==> src/rtl/config_sequencer.sv <==
// config_sequencer: schedules runs of the serial configuration shifter.
// Host program requests (rising edge of host_req) have strict priority over
// the periodic SEU scrub timer. Each run issues a one-cycle cfg_start with a
// stable cfg_bank, then supervises the shifter busy handshake with a timeout.
// Optional build macro CFG_SEQ_ALT_BANK_EN: scrub runs alternate banks
// instead of reusing the last host bank.
module config_sequencer #(
  parameter int PRESCALE_W = 26,
  parameter int TIMEOUT    = 4096,
  parameter int CNT_W      = 8
) (
  input  logic             clkin,
  input  logic             rst,
  input  logic             host_req,
  input  logic             host_bank,
  input  logic             scrub_en,
  input  logic             cfg_busy,
  input  logic             err_clr,
  output logic             cfg_start,
  output logic             cfg_bank,
  output logic             busy,
  output logic [CNT_W-1:0] run_count,
  output logic             err_timeout
);

  localparam int              TO_W    = (TIMEOUT > 1) ? $clog2(TIMEOUT) : 1;
  localparam logic [TO_W-1:0] TO_LAST = TO_W'(TIMEOUT - 1);

  typedef enum logic [1:0] {IDLE, LAUNCH, WAIT_ACK, WAIT_DONE} state_t;

  state_t                state, state_nx;
  logic                  host_req_q, host_req_d, host_rise;
  logic                  host_pend, host_bank_q;
  logic [PRESCALE_W-1:0] pre_cnt;
  logic                  scrub_tick, scrub_pend, scrub_bank;
  logic [TO_W-1:0]       to_cnt;
  logic                  grant_host, grant_scrub, to_clr, tmo, done_ok;

  // host_req is registered, then edge-detected on the registered copy
  always_ff @(posedge clkin or posedge rst) begin
    if (rst) begin
      host_req_q <= 1'b0;
      host_req_d <= 1'b0;
    end else begin
      host_req_q <= host_req;
      host_req_d <= host_req_q;
    end
  end

  assign host_rise = host_req_q & ~host_req_d;

  // Single-deep host pending flag; a new edge wins over a same-cycle grant
  always_ff @(posedge clkin or posedge rst) begin
    if (rst) begin
      host_pend   <= 1'b0;
      host_bank_q <= 1'b0;
    end else begin
      if (host_rise) begin
        host_pend   <= 1'b1;
        host_bank_q <= host_bank;
      end else if (grant_host) begin
        host_pend   <= 1'b0;
      end
    end
  end

  // Scrub prescaler: free-runs while enabled, held at zero otherwise
  always_ff @(posedge clkin or posedge rst) begin
    if (rst)           pre_cnt <= '0;
    else if (scrub_en) pre_cnt <= pre_cnt + PRESCALE_W'(1);
    else               pre_cnt <= '0;
  end

  assign scrub_tick = scrub_en && (pre_cnt == '1);

  // Single-deep scrub pending flag; extra ticks coalesce
  always_ff @(posedge clkin or posedge rst) begin
    if (rst)              scrub_pend <= 1'b0;
    else if (scrub_tick)  scrub_pend <= 1'b1;
    else if (grant_scrub) scrub_pend <= 1'b0;
  end

`ifdef CFG_SEQ_ALT_BANK_EN
  logic alt_bank;

  // Scrub bank toggles after every scrub grant; host runs leave it alone
  always_ff @(posedge clkin or posedge rst) begin
    if (rst)              alt_bank <= 1'b0;
    else if (grant_scrub) alt_bank <= ~alt_bank;
  end

  assign scrub_bank = alt_bank;
`else
  assign scrub_bank = host_bank_q;
`endif

  // State register
  always_ff @(posedge clkin or posedge rst) begin
    if (rst) state <= IDLE;
    else     state <= state_nx;
  end

  // Next-state, grant arbitration and handshake supervision
  always_comb begin
    state_nx    = state;
    grant_host  = 1'b0;
    grant_scrub = 1'b0;
    to_clr      = 1'b0;
    tmo         = 1'b0;
    done_ok     = 1'b0;
    case (state)
      IDLE: begin
        if (host_pend) begin
          grant_host = 1'b1;
          state_nx   = LAUNCH;
        end else if (scrub_pend) begin
          grant_scrub = 1'b1;
          state_nx    = LAUNCH;
        end
      end
      LAUNCH: begin
        to_clr   = 1'b1;
        state_nx = WAIT_ACK;
      end
      WAIT_ACK: begin
        if (cfg_busy) begin
          to_clr   = 1'b1;
          state_nx = WAIT_DONE;
        end else if (to_cnt == TO_LAST) begin
          tmo      = 1'b1;
          state_nx = IDLE;
        end
      end
      WAIT_DONE: begin
        if (!cfg_busy) begin
          done_ok  = 1'b1;
          state_nx = IDLE;
        end else if (to_cnt == TO_LAST) begin
          tmo      = 1'b1;
          state_nx = IDLE;
        end
      end
      default: state_nx = IDLE;
    endcase
  end

  // Timeout counter; only meaningful in the WAIT states, free-runs elsewhere
  always_ff @(posedge clkin or posedge rst) begin
    if (rst)         to_cnt <= '0;
    else if (to_clr) to_cnt <= '0;
    else             to_cnt <= to_cnt + TO_W'(1);
  end

  // Registered start pulse and bank select captured at grant
  always_ff @(posedge clkin or posedge rst) begin
    if (rst) begin
      cfg_start <= 1'b0;
      cfg_bank  <= 1'b0;
    end else begin
      cfg_start <= (state_nx == LAUNCH);
      if (grant_host)       cfg_bank <= host_bank_q;
      else if (grant_scrub) cfg_bank <= scrub_bank;
    end
  end

  // Completed-run counter and sticky timeout flag (set beats clear)
  always_ff @(posedge clkin or posedge rst) begin
    if (rst) begin
      run_count   <= '0;
      err_timeout <= 1'b0;
    end else begin
      if (done_ok) run_count <= run_count + CNT_W'(1);
      if (tmo)          err_timeout <= 1'b1;
      else if (err_clr) err_timeout <= 1'b0;
    end
  end

  assign busy = (state != IDLE);

endmodule
==> config.mk <==
export PLATFORM = sky130hd
export DESIGN_NAME = config_sequencer
export DESIGN_NICKNAME = d
export VERILOG_FILES = /design/src/rtl/config_sequencer.sv
export SDC_FILE = /design/constraint.sdc
export NUM_CORES = 1
export LEC_CHECK = 0
export CAP_MARGIN = 10
export CORE_MARGIN = 2
export CORE_UTILIZATION = 40
export DETAILED_ROUTE_END_ITERATION = 7
export HOLD_SLACK_MARGIN = 0.15
export PLACE_DENSITY = 0.61
export SYNTH_ARGS = -nofsm -noshare
export SYNTH_HDL_FRONTEND = slang
export SYNTH_SLANG_ARGS = --single-unit
==> constraint.sdc <==
create_clock -name clkin -period 1.8 [get_ports clkin]
set_clock_uncertainty 0.15 [all_clocks]
set_input_delay 0.18 -clock clkin [delete_from_list [all_inputs] [get_ports clkin]]
set_output_delay 0.18 -clock clkin [all_outputs]
set_load 0.02 [all_outputs]
---- Yosys cells after proc, flatten, opt, wreduce, memory -nomap -nowiden ----
Cells that the tools add are included.
storage, ports and cells
  register bits ........................... 56
  bits of input ports ..................... 7
  logic and storage cells ................. 59
operators by class
  eq/ne operators ......................... 6
  add/sub/neg operators ................... 3
  mux-type cells .......................... 29
  bitwise operators ....................... 2
  reductions and logical operators ........ 7
operators by type and width
  kind                                                                    count
  26-bit by 1-bit adder with 26-bit output (second input constant)        1
  26-bit equality test (second input constant)                            1
  26-bit two-way mux                                                      1
  1-bit two-way mux                                                       19
  12-bit by 1-bit adder with 12-bit output (second input constant)        1
  12-bit equality test (second input constant)                            1
  12-bit two-way mux                                                      1
  2-bit two-way mux                                                       5
  2-bit nonzero test                                                      5
  8-bit by 1-bit adder with 8-bit output (second input constant)          1
  2-bit one-hot mux with 4 select lines                                   1
  2-bit by 1-bit equality test with 1-bit output (second input constant)  2
  2-bit equality test (second input constant)                             2
  1-bit one-hot mux with 2 select lines                                   2
  2-bit logical NOT                                                       1
  1-bit AND                                                               1
  1-bit logical AND                                                       1
  1-bit NOT                                                               1

---- Logic depth before layout (Yosys ltp) ----
  word-level depth ........................ 5
  gate-level depth with buffers ........... 6

---- Worst setup path after synthesis ----
No wires, ideal clock.
  path kind ............................... register -> register
  from .................................... register pre_cnt[15]
  to ...................................... register pre_cnt[21]
  arrival ................................. 1460 ps
  setup time .............................. 78 ps
  setup slack ............................. 112 ps
  data required time ...................... 1572 ps
  cell stages (with the launch flop) ...... 6
  period minus slack after synthesis ...... 1688 ps
  cell sequence ........................... dfrtp_1 -> and4_1 -> nand4_4 -> buf_6 -> or4_1 -> a21oi_1
between the ends
  word-level cells in the longest chain between the ends .. 2
ends and longest elaborated chain
  element                                   RTL line  source
  start: declaration                        34        logic [PRESCALE_W-1:0] pre_cnt;
  start signal: assignment                  70        else if (scrub_en) pre_cnt <= pre_cnt + PRESCALE_W'(1);
  26-bit by 1-bit adder with 26-bit output  70
  26-bit two-way mux                        70
Every way passes these cells.
A chain may end at the register's enable or synchronous reset.

---- Final worst setup path ----
  from .................................... register pre_cnt[16]
  to ...................................... register pre_cnt[21]
Same word-level chain as after synthesis.

==> flow_metrics.env <==
export IMPL_nets=323
export IMPL_crit_required_ps=1890
export IMPL_yosysTopAreaCell="dfrtp_1"
export IMPL_holdWs_ps=232
export IMPL_fp_dieH_um=85.8
export IMPL_period_share_pct=97.4
export IMPL_cts_buffer_depth=2
export IMPL_dr_wl_met2_um=2530
export IMPL_routed_wl_um=5230
export IMPL_synthSimpleGateAreaFrac_pct=22.3
export IMPL_worstSkewPairLatency_ps=310
export IMPL_drtIter0Drc=82
export IMPL_finalHoldViolCount=0
export IMPL_netlist_area_um2=2680
export IMPL_diodes=0
export IMPL_final_antenna_net_count=0
export IMPL_dieArea_um2=7360
export IMPL_worst_path_max_fanout=7
export IMPL_synth_compound_area_share_pct=9.44
export IMPL_critPathKind="flop to flop"
export IMPL_comb_power_share_pct=28.3
export IMPL_cp_start_kind="flop"
export IMPL_yosys_cell_types_count=33
export IMPL_die_w_um=85.8
export IMPL_cts_num_sinks=56
export IMPL_yosysSeqAreaShare_pct=52.3
export IMPL_fin_util_pct=51.3
export IMPL_synth_fa_ha_area_share_pct=3.27
export IMPL_r2r_start="pre_cnt[16]"
export IMPL_synth_mux_area_share_pct=1.68
export IMPL_yosys_register_bits=56
export IMPL_initial_core_util_pct=41.7
export IMPL_dr_pass1_iters=6
export IMPL_synth_top_family_by_area="simple AND/OR/NAND/NOR gates"
export IMPL_yosys_warnings=0
export IMPL_grt_max_degree=57
export IMPL_synth_fp_nets=267
export IMPL_p_int_uw=2130
export IMPL_drive_above_1_share_pct=18.1
export IMPL_synthToLayoutAreaGrowth_pct=23.0
export IMPL_gp_congestion=0.754
export IMPL_synth_most_common_cell="dfrtp_1"
export IMPL_wl_met1_um=2420
export IMPL_htree_levels=2
export IMPL_fmax_ghz=0.571
export IMPL_p_per_area_nw_per_um2=956
export IMPL_antenna_found_initial=0
export IMPL_io_buffers=18
export IMPL_critical_path_arrival_ps=1840
export IMPL_hold_path_class="flop to flop"
export IMPL_min_period_ps=1750
export IMPL_clockRootBuffer="clkbuf_8"
export IMPL_synth_edf_count=0
export IMPL_ys_flop_type="dfrtp_1"
export IMPL_grt_usage_pct=14.8
export IMPL_power_uw=3150
export IMPL_maxUsedRoutingLayer="met4"
export IMPL_hpwl_um=3500
export IMPL_core_area_um2=6420
export IMPL_clkTransAtPathRegs_ps=100
export IMPL_end_kind="flop"
export IMPL_synthCells=253
export IMPL_setup_viol=0
export IMPL_hp_start="host_req_q"
export IMPL_wl_per_cell_um=13.5
export IMPL_p_seq_share_pct=49.8
export IMPL_hold_depth=0
export IMPL_cts_tree="done"
export IMPL_synth_top_area_share_pct=52.3
export IMPL_numCtsBuffers=5
export IMPL_synth_area_leaders="dfrtp_1 52%, xor2_1 5.2%, ha_1 3.3%"
export IMPL_stdcell_area_um2=3290
export IMPL_synth_xor_area_share_pct=7.85
export IMPL_dp_cells=369
export IMPL_vias=2081
export IMPL_reg2regPathDepth=4
export IMPL_dpl_cell_area_um2=3120
export IMPL_synthArstFlopShare_pct=100
export IMPL_relSlewSlack_pct=79.4
export IMPL_switching_share_pct=32.3
export IMPL_rows=29
export IMPL_cp_startpoint="pre_cnt[16]"
export IMPL_clkPwrFrac_pct=22.0
export IMPL_final_cells=387
export IMPL_switchingPower_uw=1020
export IMPL_peakVddDrop_uv=468
export IMPL_synth_common_cells="56 x dfrtp_1, 21 x nor2_1, 18 x nand2_1, 16 x a21oi_1, 16 x xor2_1"
export IMPL_slew_violations=0
export IMPL_drc=0
export IMPL_p_leak_uw=0.00146
export IMPL_io_pins=19
export IMPL_first_global_vias=2025
export IMPL_status="finished clean"
export IMPL_syn_area_per_cell_um2=10.6
export IMPL_drv_cap=0
export IMPL_grt_pass1_wl_um=8870
export IMPL_worst_pin_slew_ps=305
export IMPL_wl_met3_um=240
export IMPL_viasPerCell=5.38
export IMPL_grt_overflow_total=0
export IMPL_n_fill_cell=576
==> area by class of cell <==
cell class                      count  area (um2)  share of cell area [%]
Clock buffer                        5        68.8                    2.09
Clock inverter                      3        18.8                   0.570
Inverter                            9        33.8                    1.03
Multi-Input combinational cell    183        1210                    36.8
Sequential cell                    56        1400                    42.6
Tap cell                           77        96.3                    2.92
Timing Repair Buffer               54         463                    14.1
==> worst max-delay path, cell delays in order, from the launching register on <==
cell	delay [ps]
dfrtp_1	410
and4_4	280
nand4_4	160
or4_1	520
a21oi_1	170
==> state kept, by name, summed over array words and instances, names as in the netlist <==
register     flops
scrub_pend       1
to_cnt          12
run_count        8
cfg_start        1
pre_cnt         26
host_pend        1
state            2
host_bank_q      1
host_req_q       1
err_timeout      1
cfg_bank         1
host_req_d       1
==> per-layer routing <==
layer  GRT usage (%)  vias to the layer above
li1                -                     1024
met1            19.2                     1007
met2            24.8                       46
met3            3.18                        4
met4            4.47                        0
met5               0                        -
==> stage by stage <==
stage	worst slack (ps)	TNS [ps]
detailed placement	25.2	0
CTS	9.91	0
finish	47.5	0
floorplan	98.7	0
global route	-33.8	-46.7
global placement	35.3	0
==> placed cells by master, fill, tap and decap left out, drive strengths merged, types with 6 or more instances in the layout <==
| cell type | n |
|---|---|
| a21oi | 16 |
| and4 | 7 |
| buf | 34 |
| clkbuf | 6 |
| clkdlybuf4s50 | 17 |
| dfrtp | 56 |
| ha | 7 |
| inv | 9 |
| nand2 | 18 |
| nand3 | 15 |
| nand4 | 12 |
| nor2 | 21 |
| o21ai | 13 |
| o31ai | 7 |
| or3 | 7 |
| or4 | 9 |
| xnor2 | 8 |
| xor2 | 16 |
==> logic make-up (layout without fill, tap and decap cells) <==
family / count (synthesis) / in the layout
simple gates: 104 / 105
flops: 56 / 56
compound gates: 43 / 43
xor+xnor: 24 / 24
buf+inv: 15 / 71
fa+ha+maj: 7 / 7
mux: 4 / 4
==> final timing paths <==
| kind | endpoint | slack [ps] |
|---|---|---|
| worst max-delay path | pre_cnt[21] | 50 |
| worst min-delay path | host_req_d | 230 |
| worst max register to register | pre_cnt[21] | 50 |
| worst min register to register | host_req_d | 230 |
| max in group asynchronous | state[0] | 590 |
| min in group asynchronous | pre_cnt[5] | 650 |
==> timing repair <==
action / in CTS / in global routing
gates resized for setup: 4 / 5
setup endpoints to repair: 4 / 10
hold buffers: 2 / 0
pin swaps: 0 / 2
hold endpoints to repair: 57 / 0
setup buffers: 0 / 7
cloned: 0 / 1
==> power groups by stage <==
| stage | clock network, uW | logic [uW] | registers (uW) |
|---|---|---|---|
| after floorplan | 0 | 467 | 1640 |
| after global placement | 0 | 886 | 1590 |
| after detailed placement | 0 | 895 | 1600 |
| after CTS | 712 | 896 | 1570 |
| after global routing | 774 | 993 | 1600 |
| final | 691 | 890 | 1570 |
Note: power is estimated with default switching activity, not from simulation.
